===== src/rtl/led_frame_scheduler.sv =====
// ---------------------------------------------------------------------------
// led_frame_scheduler
//
// Purpose:
//    Streams one frame of 24-bit GRB pixels, MSB first, to a serial LED bit
//    transmitter. Pixels are fetched from an external buffer that has a
//    one-cycle registered read. While one pixel is being shifted out, the
//    next pixel is prefetched into a hold register, so the transmitter never
//    waits at a pixel boundary. After the last bit, all_bits_shifted is held
//    high for LATCH_CYCLES clocks. frame_done then pulses for one cycle.
//
// Parameters:
//    NUM_LEDS      pixels per frame (1..1023)
//    LATCH_CYCLES  clocks all_bits_shifted stays high after the last bit (>=2)
//    ADDR_W        pixel buffer address width
//
// Ports:
//    clk               single clock, rising edge
//    rst               asynchronous, active-high reset
//    frame_start       one-cycle request to send a frame (ignored while busy)
//    pix_rd_en         pixel buffer read strobe
//    pix_addr          pixel buffer read address
//    pix_data          GRB pixel word, valid the cycle after pix_rd_en
//    new_bit_rqst      one-cycle pulse from the transmitter: present next bit
//    bit_to_transmit   current bit for the transmitter
//    all_bits_shifted  high during the latch/reset period
//    busy              high whenever the FSM is not idle
//    frame_done        one-cycle pulse at the end of the latch period
//
// Build option:
//    LED_AUTO_REFRESH_EN  when defined, the end of the latch period restarts
//                         a new frame directly (PREFETCH) without frame_start.
//                         frame_done still pulses.
// ---------------------------------------------------------------------------
module led_frame_scheduler #(
   parameter int NUM_LEDS     = 64,
   parameter int LATCH_CYCLES = 4000,
   parameter int ADDR_W       = 10
) (
   input  logic              clk,
   input  logic              rst,
   input  logic              frame_start,
   output logic              pix_rd_en,
   output logic [ADDR_W-1:0] pix_addr,
   input  logic [23:0]       pix_data,
   input  logic              new_bit_rqst,
   output logic              bit_to_transmit,
   output logic              all_bits_shifted,
   output logic              busy,
   output logic              frame_done
);

   localparam int                LAT_W    = $clog2(LATCH_CYCLES + 1);
   localparam logic [LAT_W-1:0]  LAT_END  = LAT_W'(LATCH_CYCLES);
   localparam logic [ADDR_W-1:0] LAST_PIX = ADDR_W'(NUM_LEDS - 1);
   localparam logic [ADDR_W:0]   NUM_PIX  = (ADDR_W + 1)'(NUM_LEDS);

   typedef enum logic [2:0] {
      IDLE,
      PREFETCH,
      LOAD,
      SHIFT,
      LATCH
   } state_t;

   state_t            state_q,      state_d;
   logic [23:0]       shift_q,      shift_d;
   logic [4:0]        bit_idx_q,    bit_idx_d;
   logic [23:0]       hold_q,       hold_d;
   logic              hold_valid_q, hold_valid_d;
   logic              hold_cap_q,   hold_cap_d;
   logic [ADDR_W-1:0] pix_cnt_q,    pix_cnt_d;
   logic [ADDR_W-1:0] addr_q,       addr_d;
   logic              rd_en_q,      rd_en_d;
   logic [LAT_W-1:0]  lat_cnt_q,    lat_cnt_d;

   // Address of the read issued at the next pixel boundary. The pixel being
   // shifted is pix_cnt_q and the hold register already has pix_cnt_q+1, so
   // the refill read targets pix_cnt_q+2. One extra bit keeps the compare
   // against NUM_LEDS free of wrap-around.
   logic [ADDR_W:0]   next_rd;
   logic              more_reads;

   assign next_rd    = {1'b0, pix_cnt_q} + (ADDR_W + 1)'(2);
   assign more_reads = (next_rd < NUM_PIX);

   assign pix_rd_en  = rd_en_q;
   assign pix_addr   = addr_q;
   assign busy       = (state_q != IDLE);

   // ------------------------------------------------------------------
   // Next-state and output logic
   // ------------------------------------------------------------------
   always_comb begin
      state_d          = state_q;
      shift_d          = shift_q;
      bit_idx_d        = bit_idx_q;
      hold_d           = hold_q;
      hold_valid_d     = hold_valid_q;
      pix_cnt_d        = pix_cnt_q;
      addr_d           = addr_q;
      rd_en_d          = 1'b0;
      lat_cnt_d        = lat_cnt_q;
      bit_to_transmit  = 1'b0;
      all_bits_shifted = 1'b0;
      frame_done       = 1'b0;

      // A read strobed while in LOAD or SHIFT returns data on the following
      // cycle; that word is destined for the hold register. The address-0
      // read (strobed in PREFETCH) goes straight into the shift register
      // in LOAD and is excluded here.
      hold_cap_d = rd_en_q && ((state_q == LOAD) || (state_q == SHIFT));
      if (hold_cap_q) begin
         hold_d       = pix_data;
         hold_valid_d = 1'b1;
      end

      case (state_q)
         IDLE: begin
            if (frame_start) begin
               state_d      = PREFETCH;
               rd_en_d      = 1'b1;
               addr_d       = '0;
               pix_cnt_d    = '0;
               hold_valid_d = 1'b0;
            end
         end

         PREFETCH: begin
            // Buffer is returning pixel 0 during the next cycle (LOAD).
            // Queue the pixel-1 read so it is in flight at the same time.
            state_d = LOAD;
            if (NUM_LEDS > 1) begin
               rd_en_d = 1'b1;
               addr_d  = ADDR_W'(1);
            end
         end

         LOAD: begin
            shift_d   = pix_data;
            bit_idx_d = 5'd23;
            state_d   = SHIFT;
         end

         SHIFT: begin
            bit_to_transmit = shift_q[23];
            if (new_bit_rqst) begin
               if (bit_idx_q != 5'd0) begin
                  shift_d   = {shift_q[22:0], 1'b0};
                  bit_idx_d = bit_idx_q - 5'd1;
               end else if (pix_cnt_q == LAST_PIX) begin
                  state_d   = LATCH;
                  lat_cnt_d = '0;
               end else begin
                  shift_d      = hold_q;
                  bit_idx_d    = 5'd23;
                  hold_valid_d = 1'b0;
                  pix_cnt_d    = pix_cnt_q + 1'b1;
                  if (more_reads) begin
                     rd_en_d = 1'b1;
                     addr_d  = next_rd[ADDR_W-1:0];
                  end
               end
            end
         end

         LATCH: begin
            // lat_cnt_q runs 0..LATCH_CYCLES-1 with all_bits_shifted high.
            // The cycle with lat_cnt_q == LATCH_CYCLES carries frame_done
            // while still in LATCH, so a coincident frame_start is ignored.
            if (lat_cnt_q == LAT_END) begin
               frame_done = 1'b1;
               lat_cnt_d  = '0;
`ifdef LED_AUTO_REFRESH_EN
               state_d      = PREFETCH;
               rd_en_d      = 1'b1;
               addr_d       = '0;
               pix_cnt_d    = '0;
               hold_valid_d = 1'b0;
`else
               state_d = IDLE;
`endif
            end else begin
               all_bits_shifted = 1'b1;
               lat_cnt_d        = lat_cnt_q + 1'b1;
            end
         end

         default: begin
            state_d = IDLE;
         end
      endcase
   end

   // ------------------------------------------------------------------
   // State registers
   // ------------------------------------------------------------------
   always_ff @(posedge clk or posedge rst) begin
      if (rst) begin
         state_q      <= IDLE;
         shift_q      <= '0;
         bit_idx_q    <= '0;
         hold_q       <= '0;
         hold_valid_q <= 1'b0;
         hold_cap_q   <= 1'b0;
         pix_cnt_q    <= '0;
         addr_q       <= '0;
         rd_en_q      <= 1'b0;
         lat_cnt_q    <= '0;
      end else begin
         state_q      <= state_d;
         shift_q      <= shift_d;
         bit_idx_q    <= bit_idx_d;
         hold_q       <= hold_d;
         hold_valid_q <= hold_valid_d;
         hold_cap_q   <= hold_cap_d;
         pix_cnt_q    <= pix_cnt_d;
         addr_q       <= addr_d;
         rd_en_q      <= rd_en_d;
         lat_cnt_q    <= lat_cnt_d;
      end
   end

endmodule

===== config.mk =====
export PLATFORM = sky130hd
export DESIGN_NAME = led_frame_scheduler
export DESIGN_NICKNAME = d
export VERILOG_FILES = /design/src/rtl/led_frame_scheduler.sv
export SDC_FILE = /design/constraint.sdc
export NUM_CORES = 1
export LEC_CHECK = 0
export ABC_CLOCK_PERIOD_IN_PS = 3700
export CAP_MARGIN = 20
export CORE_ASPECT_RATIO = 1.5
export CORE_UTILIZATION = 57
export CTS_BUF_LIST = sky130_fd_sc_hd__clkbuf_4 sky130_fd_sc_hd__clkbuf_8 sky130_fd_sc_hd__clkbuf_16
export DETAILED_ROUTE_END_ITERATION = 12
export PLACE_DENSITY = 0.79
export SLEW_MARGIN = 20
export SYNTH_ARGS = -nofsm -noshare
export SYNTH_HDL_FRONTEND = slang
export SYNTH_SLANG_ARGS = --single-unit

===== constraint.sdc =====
create_clock -name clk -period 3.7 [get_ports clk]
set_clock_uncertainty 0.2 [all_clocks]
set_input_delay 0.925 -clock clk [delete_from_list [all_inputs] [get_ports clk]]
set_output_delay 0.925 -clock clk [all_outputs]
set_load 0.005 [all_outputs]

-- Word level (Yosys, flattened, before mapping)
Index checks and enable logic that the tools add are counted.
- bits in registers: 90
- bits of input ports: 28
- output and inout bits: 15
- logic and storage cells: 82
- $add $sub $neg: 4
- order comparisons: 1
- eq/ne operators: 14
- multiplexer cells: 40
- reductions and logical operators: 14
- operator list (operator ; number):
    $mux 10 ; 8
    $mux 24 ; 3
    $mux 12 ; 4
    $pmux 24 s2 ; 1
    $pmux 10 s3 ; 1
    $pmux 12 s2 ; 1
    $pmux 10 s2 ; 1
    $mux 3 ; 5
    $mux 5 ; 3
    $pmux 3 s5 ; 1
    $add 12x1->12 const B ; 1
    $eq 12x12->1 const B ; 1
    $ne 2x2->1 const B ; 6
    $add 10x2->11 const B ; 1
    $lt 11x7->1 const B ; 1
    $add 10x1->10 const B ; 1
    $eq 10x6->1 const B ; 1
    $mux 1 ; 10
    $pmux 5 s2 ; 1
    $reduce_and 5->1 ; 2
    $eq 3x2->1 const B ; 2
    $reduce_and 6->1 ; 1
    $reduce_bool 2->1 ; 3
    $reduce_bool 3->1 ; 2
    other kinds (12) ; 12

-- Logic depth before layout (Yosys ltp)
Gate-level depths: netlist (run 1).
- depth in word-level cells: 7
- mapped depth: 9
- mapped depth without buffers: 7

-- Worst setup path before layout (run 1)
Ideal clock, no wire load.
- path type: register to output
- from: reg lat_cnt_q[0]
- to: out all_bits_shifted
- data arrival time: 1.648 ns
- required time: 2.575 ns
- slack: 0.927 ns
- stages on the path, launching flop included: 6
- path through: dfrtp_1 > inv_1 > ha_1 > or4bb_1 > o31ai_2 > clkinv_1
- longest elaborated chain between the ends: 3
- RTL lines (item ; line ; text):
    start: declaration ; 75 ; logic [LAT_W-1:0] lat_cnt_q, lat_cnt_d;
    start signal: assignment ; 220 ; lat_cnt_q <= lat_cnt_d;
    $eq 12x12->1 ; 171 ; if (lat_cnt_q == LAT_END) begin
    $mux 1 ; 171 ;
    $mux 1 ; 118 ; case (state_q)
    end: declaration ; 48 ; output logic all_bits_shifted,
Every way passes these cells.

-- Worst setup path in the final report (run 1)
Same ends and word-level chain as after synthesis.

==> flow_metrics.py, run 1 <==
metrics = {
    "outcome": {
        "status": "completed",
    },
    "timing": {
        "hold_viol": 0,
        "maxSlewViolCount": 0,
        "fin_crit_ps": 3460,
        "whs_ps": 275,
        "worst_slew_pin_slew_ps": 1070,
        "fmax_ghz": 0.289,
        "setup_viol": 0,
        "period_share": 0.935,
        "rsz0062_at_grt": "false",
        "relSlewSlack": 0.284,
        "fin_tns_setup_ps": 0,
    },
    "die": {
        "num_rows": 39,
        "die_x_um": 75.1,
        "die_h_um": 112,
        "io_pins": 43,
        "die_area_um2": 8390,
        "core_area_um2": 7710,
        "initial_core_util": 0.593,
    },
    "synth": {
        "synth_edf_count": 0,
        "synth_area_um2": 4570,
        "syn_nets": 496,
        "synthCells": 462,
        "yosysTopAreaCell": "dfrtp_1",
        "avgSynthCellArea_um2": 9.89,
        "yosysSeqAreaShare": 0.493,
        "yosys_warnings": 0,
        "synthArstFlopShare": 1.00,
        "synth_seq_cells": 90,
        "yosysUniqueCellTypes": 58,
        "synth_area_leaders": "dfrtp_1, mux2_2, mux2i_1",
        "yosys.area.top_type_share": 0.493,
        "yosys_most_used_dff": "dfrtp_1",
    },
    "critical_path": {
        "startpoint_type": "register",
        "cp.arrival_ps": 2340,
        "crit_family": "buffers and inverters",
        "crit_fanout": 8,
        "slowest_delay_ps": 510,
        "crit_buf_inv": 3,
        "cp-end-kind": "output port",
        "criticalPathCategory": "reg2out",
        "cp_cell_sequence": "inv_1 -> ha_1 -> or4bb_1 -> o31ai_2 -> inv_2 -> clkdlybuf4s50_1",
        "worst_ep_required_time_ps": 2570,
        "cpMaxStageDelayCell": "or4bb_1",
    },
    "clock_tree": {
        "cts_hold_buf": 0,
        "clk_pin_slew_ps": 60,
        "cts_root_buf": "clkbuf_16",
        "clock_path_buffers": 2,
        "numCtsBuffers": 9,
        "cts.sinks": 90,
        "cts_tree": "done",
        "htree_levels": 3,
        "insertion_delay_ps": 340,
    },
    "power": {
        "vdd_drop_max_v": 0.000414,
        "p_per_area_nw_per_um2": 533,
        "p_leak_nw": 2.37,
    },
    "routing": {
        "dr_total_vias": 3550,
        "drt-total-wl_mm": 9.59,
        "drc": 0,
        "drt-initial-drc-count": 313,
        "postRouteAntennaNets": 0,
        "drt-pass1-iter-count": 4,
        "wl_per_cell_um": 15.8,
        "vias_per_cell": 5.86,
    },
    "global_routing": {
        "grt_max_degree": 37,
        "grt_use_total": 0.260,
        "grt_overflow": 0,
        "grt_pass1_wl_mm": 16.8,
        "grt_pass1_vias": 3682,
        "antenna_found_initial": 0,
    },
    "flow_run": {
        "max-cap-violations": 0,
    },
    "finish": {
        "drive_above_1_share": 0.123,
        "fill_cells": 616,
        "area_delta_synth_final_pct": 18.3,
        "nNetsFinal": 533,
        "instances_no_fill": 606,
        "insertedDiodeCount": 0,
    },
    "min_path": {
        "hp-class": "reg2reg",
    },
    "placed_design": {
        "hpwlAfterDp_mm": 6.48,
        "place_inst": 590,
        "gp_congestion": 0.861,
        "numPortBuffers": 42,
    },
}
[worst register-to-register path: stages (launching register included)]
cell and delay (ps):
dfrtp_1 480, ha_1 270, and4_1 310, a41oi_1 250, o21ai_2 870, buf_4 350
o21ai_0 130
[metal layers]
layer / GRT usage / routed length (um)
met1: 0.326 / 4020
met2: 0.435 / 5020
met3: 0.0462 / 379
met4: 0.108 / 180
met5: 0 / 0
[cells in the final DEF, fill, tap and decap left out, types with 4 or more instances in the layout]
cell type	count
dfrtp_1	90
nand2_1	46
nor2_1	45
o21ai_0	42
clkdlybuf4s50_1	42
a21oi_1	31
mux2i_1	26
mux2_2	24
inv_1	19
buf_4	10
clkbuf_16	9
nand3_1	8
nand4_1	7
and3_1	6
nor4_1	6
a221o_1	6
o22ai_1	6
ha_1	6
a31oi_1	5
and2_1	5
and4_1	4
or4_1	4
nor2b_1	4
o31ai_1	4
xnor2_1	4
[cells in the mapped netlist, types with 5 or more instances]
master	number
nand4_1	7
mux2i_1	26
and3_1	6
a31oi_1	5
nand2_1	46
nand3_1	8
o22ai_1	6
dfrtp_1	90
a21oi_1	31
and2_1	5
a221o_1	6
inv_1	20
nor2_1	45
clkbuf_1	8
nor4_1	6
ha_1	6
o21ai_0	42
mux2_2	24
buf_2	13
[through the flow]
| step | util | instance area [um2] | total power, mW | setup WS (ps) |
|---|---|---|---|---|
| final | 0.701 | 5410 | 2.88 | 240 |
| after global routing | 0.701 | 5410 | 3.04 | 152 |
| after CTS | 0.701 | 5410 | 2.91 | 76.9 |
| after detailed placement | 0.657 | 5070 | 1.89 | 372 |
| after global placement | 0.657 | 5070 | 1.86 | 507 |
| after floorplan | - | 4570 | 1.69 | 240 |
[where the power goes]
group / switching [mW] / total (mW) / internal [mW]
clock: 0.366 / 1.01 / 0.645
sequential: 0.147 / 1.35 / 1.20
combinational: 0.212 / 0.521 / 0.309
[final timing paths]
check / startpoint / end / slack [ps] / depth (start not counted)
setup reg to reg: pix_cnt_q[1] / shift_q[8] / 730 / 6
setup / recovery: lat_cnt_q[0] / all_bits_shifted / 240 / 6
min in group asynchronous: rst / shift_q[10] / 780 / 2
hold / removal: lat_cnt_q[10] / lat_cnt_q[10] / 280 / 1
max in group asynchronous: rst / lat_cnt_q[0] / 1830 / 3
hold reg to reg: lat_cnt_q[10] / lat_cnt_q[10] / 280 / 1
[sequential cells by signal, indices dropped and copies added (netlist names)]
| name | count |
|---|---|
| hold_cap_q | 1 |
| lat_cnt_q | 12 |
| shift_q | 24 |
| bit_idx_q | 5 |
| state_q | 3 |
| pix_addr | 10 |
| hold_q | 24 |
| pix_cnt_q | 10 |
| pix_rd_en | 1 |
[final cells by class]
cell class	count	area, um2	area share
repair buffers	52	495	0.0916
well taps	102	128	0.0236
clock buffers	12	267	0.0493
clock inverters	4	72.6	0.0134
inverters	21	80.1	0.0148
multi-input cells	325	2110	0.391
flip-flops and latches	90	2250	0.416
[repair_timing]
action,CTS,global route
gates resized for setup,0,1
hold endpoints to repair,0,0
endpoints found under the setup margin,0,1
setup buffers,0,0
[logic make-up after synthesis]
kind of cell	after synthesis	synth area share
simple gates	151	0.168
compound gates	111	0.148
flops	90	0.493
mux	50	0.116
buf+inv	47	0.0449
xor+xnor	7	0.0134
fa+ha+maj	6	0.0164
No activity file was read; power rests on OpenSTA's default activity.
==> run 2: changes to the inputs <==
CELL_PAD_IN_SITES_DETAIL_PLACEMENT = 1   (was default)
CELL_PAD_IN_SITES_GLOBAL_PLACEMENT = 1   (was default)
CORE_UTILIZATION = 45   (was 57)
PLACE_DENSITY = default   (was 0.79)
PLACE_DENSITY_LB_ADDON = 0.1   (was default)
SETUP_SLACK_MARGIN = 0.05   (was default)
==> flow_metrics.py, run 2 (same netlist as run 1, synthesis figures left out) <==
metrics = {
    "placed_design": {
        "place_inst": 604,
        "hpwlAfterDp_mm": 7.76,
        "pre_cts_slack_ps": 395,
        "numPortBuffers": 42,
        "gp_congestion": 0.817,
        "placed_area_um2": 5100,
    },
    "timing": {
        "whs_ps": 287,
        "fin_tns_setup_ps": 0,
        "maxSlewViolCount": 0,
        "relSlewSlack": 0.344,
        "finalWorstSetupSlack_ps": 144,
        "worst_slew_pin_slew_ps": 984,
        "fin_crit_ps": 3560,
        "hold_viol": 0,
        "period_share": 0.961,
        "rsz0062_at_grt": "false",
        "fmax_ghz": 0.281,
        "setup_viol": 0,
    },
    "finish": {
        "nNetsFinal": 534,
        "fill_cells": 1096,
        "layout_commonest_cell": "dfrtp_1",
        "final_cell_mix": "dfrtp_1, nand2_1, nor2_1",
        "multiInputGateArea_um2": 2110,
        "reg_top3": "hold_q: 24 flops, shift_q: 24 flops, lat_cnt_q: 12 flops",
        "register_area_um2": 2250,
        "design_area_um2": 5400,
        "insertedDiodeCount": 0,
        "drive_above_1_share": 0.127,
        "area_delta_synth_final_pct": 18.2,
        "instances_no_fill": 620,
    },
    "flow_run": {
        "max-cap-violations": 0,
    },
    "clock_tree": {
        "clock_path_buffers": 2,
        "insertion_delay_ps": 350,
        "clk_pin_slew_ps": 70,
        "cts_root_buf": "clkbuf_16",
        "numCtsBuffers": 9,
        "cts.sinks": 90,
        "cts_tree": "done",
        "cts_setup_buffers": 0,
        "cts_hold_buf": 0,
        "htree_levels": 3,
    },
    "critical_path": {
        "crit_fanout": 8,
        "worst_ep_required_time_ps": 2570,
        "cp.arrival_ps": 2430,
        "cp-end-kind": "output port",
        "cpMaxStageDelayCell": "or4bb_1",
        "criticalPathCategory": "reg2out",
        "slowest_delay_ps": 520,
        "cp_cell_sequence": "inv_1 -> ha_1 -> or4bb_1 -> o31ai_2 -> clkinv_2 -> clkdlybuf4s50_1",
        "startpoint_type": "register",
    },
    "power": {
        "p_per_area_nw_per_um2": 519,
        "power.internal_mw": 2.00,
        "p_leak_nw": 2.35,
        "vdd_drop_max_v": 0.000310,
        "clkPwrFrac": 0.325,
        "swShare": 0.286,
        "comb_power_share": 0.191,
        "pwr-share-seq": 0.484,
        "switchingPower_mw": 0.802,
    },
    "min_path": {
        "hp-class": "reg2reg",
    },
    "routing": {
        "postRouteAntennaNets": 0,
        "vias_per_cell": 5.89,
        "drt-initial-drc-count": 137,
        "dr_total_vias": 3650,
        "drt-pass1-iter-count": 8,
        "drt-total-wl_mm": 11.5,
        "drc": 8,
        "wl_per_cell_um": 18.5,
    },
    "die": {
        "initial_core_util": 0.466,
        "core_area_um2": 9800,
        "io_pins": 43,
        "die_x_um": 84.3,
        "die_h_um": 125,
        "die_area_um2": 10600,
        "num_rows": 44,
    },
    "global_routing": {
        "antenna_found_initial": 0,
        "grt_pass1_wl_mm": 19.3,
        "grt_overflow": 0,
        "grt_use_total": 0.233,
        "grt_max_degree": 69,
        "grt_pass1_vias": 3915,
    },
    "outcome": {
        "violations": "DRC",
        "status": "complete, but fails checks",
    },
}
[run 2: cell type report]
class,instances,share of cell area
Multi-Input combinational cell,325,0.391
Timing Repair Buffer,53,0.0954
Inverter,21,0.0151
Tap cell,115,0.0266
Sequential cell,90,0.417
Clock inverter,6,0.0102
Clock buffer,10,0.0442
[run 2: final timing paths]
| path | from | endpoint | slack, ps | cells after the start |
|---|---|---|---|---|
| max | lat_cnt_q[0] | all_bits_shifted | 140 | 6 |
| min | shift_q[15] | shift_q[15] | 290 | 2 |
| max reg2reg | bit_idx_q[0] | pix_addr[0] | 640 | 9 |
| min reg2reg | shift_q[15] | shift_q[15] | 290 | 2 |
| max in group asynchronous | rst | hold_cap_q | 1890 | 3 |
| min in group asynchronous | rst | lat_cnt_q[10] | 700 | 2 |
[run 2: power groups by stage]
stage	Clock [mW]	Sequential [mW]	Combinational [mW]
floorplan	0	1.33	0.357
global placement	0	1.36	0.505
detailed placement	0	1.37	0.530
CTS	0.933	1.36	0.544
global route	0.960	1.39	0.602
finish	0.910	1.36	0.536
[run 2: what timing repair did]
item | CTS | global route
resized for setup | 1 | 0
endpoints found under the setup margin | 1 | 0
endpoints found under the hold margin | 0 | 0
[run 2: per-stage QoR]
stage,utilization,power (mW)
after floorplan,-,1.69
after global placement,0.521,1.87
after detailed placement,0.521,1.90
after CTS,0.551,2.83
after global routing,0.551,2.95
final,0.551,2.80
[run 2: metal layers]
metal | vias to the layer above | GRT usage | wire length [um]
li1 | 1726 | - | -
met4 | 0 | 0.119 | 379
met3 | 28 | 0.0310 | 241
met2 | 64 | 0.422 | 6080
met1 | 1832 | 0.265 | 4770
met5 | - | 0 | 0
[run 2: critical path: cells and delay by family, from the launching register on]
family / cells / cell delay [ps]
AO/OA/AOI/OAI: 1 / 260
adder cells (fa/ha/maj): 1 / 130
flip-flops: 1 / 430
AND/OR/NAND/NOR: 1 / 520
buffers and inverters: 3 / 750
==> run 3: changes to the inputs <==
CTS_BUF_LIST = default   (was sky130_fd_sc_hd__clkbuf_4 sky130_fd_sc_hd__clkbuf_8 sky130_fd_sc_hd__clkbuf_16)
==> results of run 3 <==
The final DEF is identical to that of run 2; final timing and power are the same.
